$ cat config.mk
export PLATFORM = sky130hd
export DESIGN_NAME = ibex_fetch_fifo
export DESIGN_NICKNAME = d
export VERILOG_FILES = /design/src/rtl/ibex_fetch_fifo.sv
export SDC_FILE = /design/constraint.sdc
export NUM_CORES = 1
export LEC_CHECK = 0
export BUFFER_PORTS_ARGS = -buffer_cell sky130_fd_sc_hd__buf_2
export CELL_PAD_IN_SITES_DETAIL_PLACEMENT = 1
export CELL_PAD_IN_SITES_GLOBAL_PLACEMENT = 1
export CORE_AREA = 2 2 195 197
export DETAILED_ROUTE_END_ITERATION = 12
export DIE_AREA = 0 0 197 199
export PLACE_DENSITY = 0.56
export SLEW_MARGIN = 40
export SYNTH_ARGS = -nofsm -noshare
export SYNTH_HDL_FRONTEND = slang
export SYNTH_SLANG_ARGS = --single-unit
export TNS_END_PERCENT = 10
$ cat constraint.sdc
create_clock -name clk_i -period 4.75 [get_ports clk_i]
set_clock_uncertainty 0.1 [all_clocks]
set_input_delay 0.2375 -clock clk_i [delete_from_list [all_inputs] [get_ports clk_i]]
set_output_delay 0.2375 -clock clk_i [all_outputs]
set_load 0.005 [all_outputs]
$ cat src/rtl/ibex_fetch_fifo.sv
`default_nettype none
// ============================================================================
// Module   : ibex_fetch_fifo
// Brief    : Instruction prefetch queue with configurable depth/outstanding
//            requests, bus-error propagation and halfword realignment.
// Revision : 1.0
// ============================================================================
module ibex_fetch_fifo #(
    parameter int unsigned Depth          = 3,
    parameter int unsigned MaxOutstanding = 2
) (
    input  logic        clk_i,
    input  logic        rst_ni,
    input  logic        req_i,
    input  logic        branch_i,
    input  logic [31:0] branch_addr_i,
    output logic        instr_req_o,
    output logic [31:0] instr_addr_o,
    input  logic        instr_gnt_i,
    input  logic        instr_rvalid_i,
    input  logic [31:0] instr_rdata_i,
    input  logic        instr_err_i,
    output logic        valid_o,
    input  logic        ready_i,
    output logic [31:0] rdata_o,
    output logic [31:0] addr_o,
    output logic        err_o,
    output logic        busy_o
);

    localparam int unsigned C_PTR_W = (Depth > 1) ? $clog2(Depth) : 1;
    localparam int unsigned C_CNT_W = $clog2(Depth + 1);
    localparam logic [C_CNT_W-1:0] C_DEPTH   = C_CNT_W'(Depth);
    localparam logic [C_CNT_W-1:0] C_MAX_OUT = C_CNT_W'(MaxOutstanding);
    localparam logic [C_PTR_W-1:0] C_LAST    = C_PTR_W'(Depth - 1);

    logic [31:0]        r_mem_data [Depth];
    logic               r_mem_err  [Depth];
    logic [C_PTR_W-1:0] r_rptr;
    logic [C_PTR_W-1:0] r_wptr;
    logic [C_CNT_W-1:0] r_occ;
    logic [C_CNT_W-1:0] r_outst;
    logic [C_CNT_W-1:0] r_discard;
    logic               r_started;
    logic [31:0]        r_fetch_addr;
    logic [31:1]        r_pc;

    logic [C_PTR_W-1:0] w_rptr_nxt;
    logic [C_PTR_W-1:0] w_wptr_nxt;
    logic [31:0]        w_head_data;
    logic [31:0]        w_next_data;
    logic               w_head_err;
    logic               w_next_err;
    logic               w_off;
    logic [31:0]        w_rdata;
    logic               w_compressed;
    logic               w_occ_ge1;
    logic               w_occ_ge2;
    logic               w_valid;
    logic [C_CNT_W-1:0] w_inflight;
    logic [C_CNT_W:0]   w_fill;
    logic               w_req;
    logic               w_gnt;
    logic               w_rvalid;
    logic               w_push;
    logic               w_adv;
    logic               w_pop;
    logic               w_unused;

    assign w_rptr_nxt = (r_rptr == C_LAST) ? '0 : r_rptr + 1'b1;
    assign w_wptr_nxt = (r_wptr == C_LAST) ? '0 : r_wptr + 1'b1;

    assign w_head_data = r_mem_data[r_rptr];
    assign w_head_err  = r_mem_err[r_rptr];
    assign w_next_data = r_mem_data[w_rptr_nxt];
    assign w_next_err  = r_mem_err[w_rptr_nxt];

    // Odd-halfword head: the instruction straddles head and next word.
    assign w_off        = r_pc[1];
    assign w_rdata      = w_off ? {w_next_data[15:0], w_head_data[31:16]} : w_head_data;
    assign w_compressed = (w_rdata[1:0] != 2'b11);

    assign w_occ_ge1 = (r_occ != '0);
    assign w_occ_ge2 = (r_occ >= C_CNT_W'(2));
    assign w_valid   = (w_occ_ge1 & (~w_off | w_compressed | w_head_err)) | w_occ_ge2;

    // Responses still owed to the live stream reserve a FIFO slot each.
    assign w_inflight = r_outst - r_discard;
    assign w_fill     = {1'b0, r_occ} + {1'b0, w_inflight};
    assign w_req      = req_i & (r_started | branch_i) & (r_outst < C_MAX_OUT)
                      & (w_fill < {1'b0, C_DEPTH});
    assign w_gnt      = w_req & instr_gnt_i;

    assign w_rvalid = instr_rvalid_i & (r_outst != '0);
    assign w_push   = w_rvalid & (r_discard == '0) & ~branch_i;
    assign w_adv    = w_valid & ready_i & ~branch_i;
    assign w_pop    = w_adv & (w_off | ~w_compressed);

    assign instr_req_o  = w_req;
    assign instr_addr_o = branch_i ? {branch_addr_i[31:2], 2'b00} : r_fetch_addr;
    assign valid_o      = w_valid;
    assign rdata_o      = w_rdata;
    assign addr_o       = {r_pc, 1'b0};
    assign err_o        = w_head_err | (w_off & ~w_compressed & w_occ_ge2 & w_next_err);
    assign busy_o       = w_req | (r_outst != '0);
    assign w_unused     = branch_addr_i[0];

    always_ff @(posedge clk_i) begin
        if (!rst_ni) begin
            r_rptr       <= '0;
            r_wptr       <= '0;
            r_occ        <= '0;
            r_outst      <= '0;
            r_discard    <= '0;
            r_started    <= 1'b0;
            r_fetch_addr <= '0;
            r_pc         <= '0;
        end else begin
            if (w_gnt) begin
                r_fetch_addr <= instr_addr_o + 32'd4;
            end else if (branch_i) begin
                r_fetch_addr <= {branch_addr_i[31:2], 2'b00};
            end
            r_outst <= r_outst + C_CNT_W'(w_gnt) - C_CNT_W'(w_rvalid);

            if (branch_i) begin
                r_discard <= r_outst - C_CNT_W'(w_rvalid);
                r_started <= 1'b1;
                r_occ     <= '0;
                r_rptr    <= '0;
                r_wptr    <= '0;
                r_pc      <= branch_addr_i[31:1];
            end else begin
                if (w_rvalid && (r_discard != '0)) begin
                    r_discard <= r_discard - 1'b1;
                end
                r_occ <= r_occ + C_CNT_W'(w_push) - C_CNT_W'(w_pop);
                if (w_push) begin
                    r_wptr <= w_wptr_nxt;
                end
                if (w_pop) begin
                    r_rptr <= w_rptr_nxt;
                end
                if (w_adv) begin
                    r_pc <= r_pc + (w_compressed ? 31'd1 : 31'd2);
                end
            end
        end
    end

    // Storage is cleared on reset so the realigned output is never X.
    always_ff @(posedge clk_i) begin
        if (!rst_ni) begin
            for (int unsigned i = 0; i < Depth; i++) begin
                r_mem_data[i] <= '0;
                r_mem_err[i]  <= 1'b0;
            end
        end else if (w_push) begin
            r_mem_data[r_wptr] <= instr_rdata_i;
            r_mem_err[r_wptr]  <= instr_err_i;
        end
    end

    a_no_spurious_rvalid: assert property (@(posedge clk_i) disable iff (!rst_ni)
        !(instr_rvalid_i && (r_outst == '0)));
    a_no_overflow: assert property (@(posedge clk_i) disable iff (!rst_ni)
        (w_fill <= {1'b0, C_DEPTH}));

endmodule
`default_nettype wire
==> key figures <==
Logic synthesis
  – Cells after Synth: 984
  – FF+latch count, synth: 208
  – Yosys warning total: 0
  – Synth cell types: 66
  – Mean post-synth cell area: 11.13 µm²
  – Mapped cell area: 10950 µm²
  – Net Count, Synth: 1071
  – Sequential fraction of the synthesis area: 49.83%
  – Synth Flop Type: edfxtp_1
  – Ys async rst share: 0%
  – Post-synth EDFFs: 129

STA
  – Hold Vio Cnt, Final: 0
  – Worst slew pin tran: 0.7519 ns
  – Setup tns final: 0 ns
  – Setup-failing EPs final: 0
  – Worst rel slew slack: 49.87%
  – Final slew viol count: 0
  – Fmax: 255.7 MHz
  – Worst Slack Setup Final: 0.8393 ns
  – Unrepaired setup endpoints after global routing: no
  – Post-route minimum period: 3.911 ns
  – Final period util: 82.33%

Detailed routing
  – Drt drc: 0
  – Routed Antenna Nets: 0
  – Vias per cell: 5.072
  – Per-cell routed wire length: 20.04 µm
  – DR pass1 iterations: 5
  – Routed wire length: 33.78 mm
  – Drt initial violations: 455
  – Via count: 8551

Floorplanning
  – Initial core utilization: 29.48%
  – Die height: 199 µm
  – Row cnt: 71
  – Die X-Extent: 197 µm
  – Die footprint: 39200 µm²
  – Core area: 37130 µm²
  – I/O Pins: 172

Place
  – RD Place Congestion: 0.7806
  – Number of port buffers: 169
  – Post-DP HPWL: 22.40 mm
  – Pre-CTS setup slack: 0.7852 ns

CTS
  – Cts bufs inserted: 26
  – Htree depth: 1
  – CTS tree: done
  – Root Driver: clkbuf_16
  – Deepest clock path buffer count: 3
  – Clk pin slew, worst setup/hold paths: 0.06 ns
  – Worst-skew pair later-pin latency: 0.54 ns
  – Post-CTS Resized: 0
  – Clock sink count: 208

Run status
  – Status: finished clean

Critical path
  – Crit path DAT: 4.24 ns
  – Startpoint types: register
  – Crit path max fanout: 13
  – Critical Path RT: 5.08 ns
  – Worst setup EP type: register
  – Setup Crit Path Kind: register to register

Global route
  – Total GRT Usage: 17.23%
  – Initial antenna violation count: 2
  – First-pass GRT wire length: 52.14 mm
  – Largest net degree at the start of global routing: 105
  – Grt total ovfl: 0
  – Vias in the first global route: 8769

Final layout
  – Utilization after layout: 37.12%
  – Syn-to-layout area delta: 25.91%
  – Commonest non-fill, non-tap cells in the layout: 169 x buf_2, 129 x edfxtp_1, 90 x nand2_1
  – Most common cell after layout, fill and taps aside: buf_2
  – Share of layout cells above drive strength 1: 27.66%
  – Number of nets in the layout: 1279

Power and ir drop
  – Pwr Total: 4854 µW
  – PwrDens: 352.2 nW/µm²
  – Leakage: 0.005424 µW
  – Peak VDD IR: 0.0002102 V

Run
  – Max Cap Viol: 0

Worst hold path
  – Worst Hold Class: input port to register
[per-stage QoR]
| step | area [µm²] | instances | hold WS [ns] |
|---|---|---|---|
| floorplan | 10950 | 984 | 0.2364 |
| global placement | 12270 | 1580 | 0.3377 |
| detailed placement | 12280 | 1580 | 0.3414 |
| CTS | 13780 | 1685 | 0.009025 |
| global route | 13780 | 1686 | 0.04822 |
| finish | 13780 | 1686 | 0.02065 |
[power breakdown]
group          internal, µW  switching [µW]  leakage [µW]  total, µW
logic                   296             355       0.00303        651
registers              2020            66.3       0.00194       2090
clock network          1310             803      0.000449       2120
[area by class of cell]
cell class / instances / area [µm²]
inverters: 28 / 105.1
diodes: 1 / 2.502
clock buffers: 33 / 738.2
multi-input cells: 677 / 5090
clock inverters: 14 / 187.7
repair buffers: 251 / 1610
flip-flops and latches: 208 / 5458
well taps: 474 / 593.1
fillers: 4137 / 23350
[flip-flops by register name (all words and copies together) (netlist names), named ones only]
name          flops
r_pc             31
r_started         1
r_fetch_addr     32
r_wptr            2
r_discard         2
r_occ             2
r_mem_err         4
r_mem_data      128
r_rptr            2
r_outst           2
[per-layer routing]
layer  track usage, %  up-vias  part of all wire (%)
li1                 -     4076                     -
met1            24.03     4267                    47
met2            28.27      166                    47
met3            2.323       40                   4.0
met4            4.316        2                   1.7
met5                0        -                 0.047
[synthesized netlist by cell type (all sizes together) (3+ instances only)]
| cell type | n | area, µm² |
|---|---|---|
| inv | 27 | 101.3 |
| nor2 | 30 | 112.6 |
| mux2 | 41 | 461.7 |
| dfxtp | 79 | 1582 |
| nand2b | 5 | 31.28 |
| nor2b | 11 | 68.82 |
| ha | 13 | 162.7 |
| edfxtp | 129 | 3874 |
| buf | 25 | 138.9 |
| and3 | 69 | 432.9 |
| xor2 | 9 | 78.83 |
| and2 | 39 | 244.0 |
| a31oi | 6 | 37.54 |
| mux4 | 32 | 720.7 |
| a211oi | 7 | 52.55 |
| clkbuf | 46 | 173.9 |
| nand4 | 24 | 177.7 |
| and4 | 11 | 96.34 |
| nand2 | 90 | 337.8 |
| nor3 | 22 | 115.1 |
| mux2i | 29 | 290.3 |
| nand3b | 6 | 45.04 |
| nor4 | 23 | 150.1 |
| nor3b | 7 | 57.55 |
| xnor2 | 32 | 280.3 |
| nand3 | 31 | 167.7 |
| or2 | 3 | 18.77 |
| a21oi | 39 | 195.2 |
| or3 | 7 | 43.79 |
| nand4b | 5 | 73.83 |
| o21ai | 57 | 289.0 |
| o211ai | 3 | 22.52 |
[final timing paths]
kind / start / cells after the start / endpoint / slack (ns)
worst max-delay path: register / 12 / r_pc[29]$_SDFFE_PN0P_ / 0.84
worst min-delay path: branch_addr_i[29] / 3 / r_pc[29]$_SDFFE_PN0P_ / 0.02
worst max register to register: register / 12 / r_pc[29]$_SDFFE_PN0P_ / 0.84
worst min register to register: r_fetch_addr[0]$_SDFF_PN0_ / 1 / r_fetch_addr[0]$_SDFF_PN0_ / 0.36
[kinds of logic (layout without fill, tap and decap cells)]
group | count (synthesis) | count (layout) | share of synthesized area [%]
compound gates | 128 | 128 | 7.189
xor+xnor | 41 | 41 | 3.280
fa+ha+maj | 15 | 15 | 1.851
buf+inv | 99 | 326 | 3.817
flops | 208 | 208 | 49.83
mux | 102 | 102 | 13.45
other cells | 1 | 2 | 0.03425
simple gates | 390 | 390 | 20.55
[worst max-delay path, stage by stage, from the launching register on]
cell and delay (ns):
dfxtp_2 0.64, mux4_2 0.58, nand2_1 0.09, nand2_1 0.07
nand2_1 0.19, ha_1 0.20, inv_1 0.06, fa_1 0.42
and4b_1 0.34, nand3_1 0.15, nor4_2 0.51, a31oi_1 0.16
o311a_1 0.30
[timing repair]
action,4_1_cts,5_1_grt
endpoints found under the hold margin,157,0
hold buffers,58,0
buffers inserted,0,0
No activity file was read; power rests on OpenSTA's default activity.
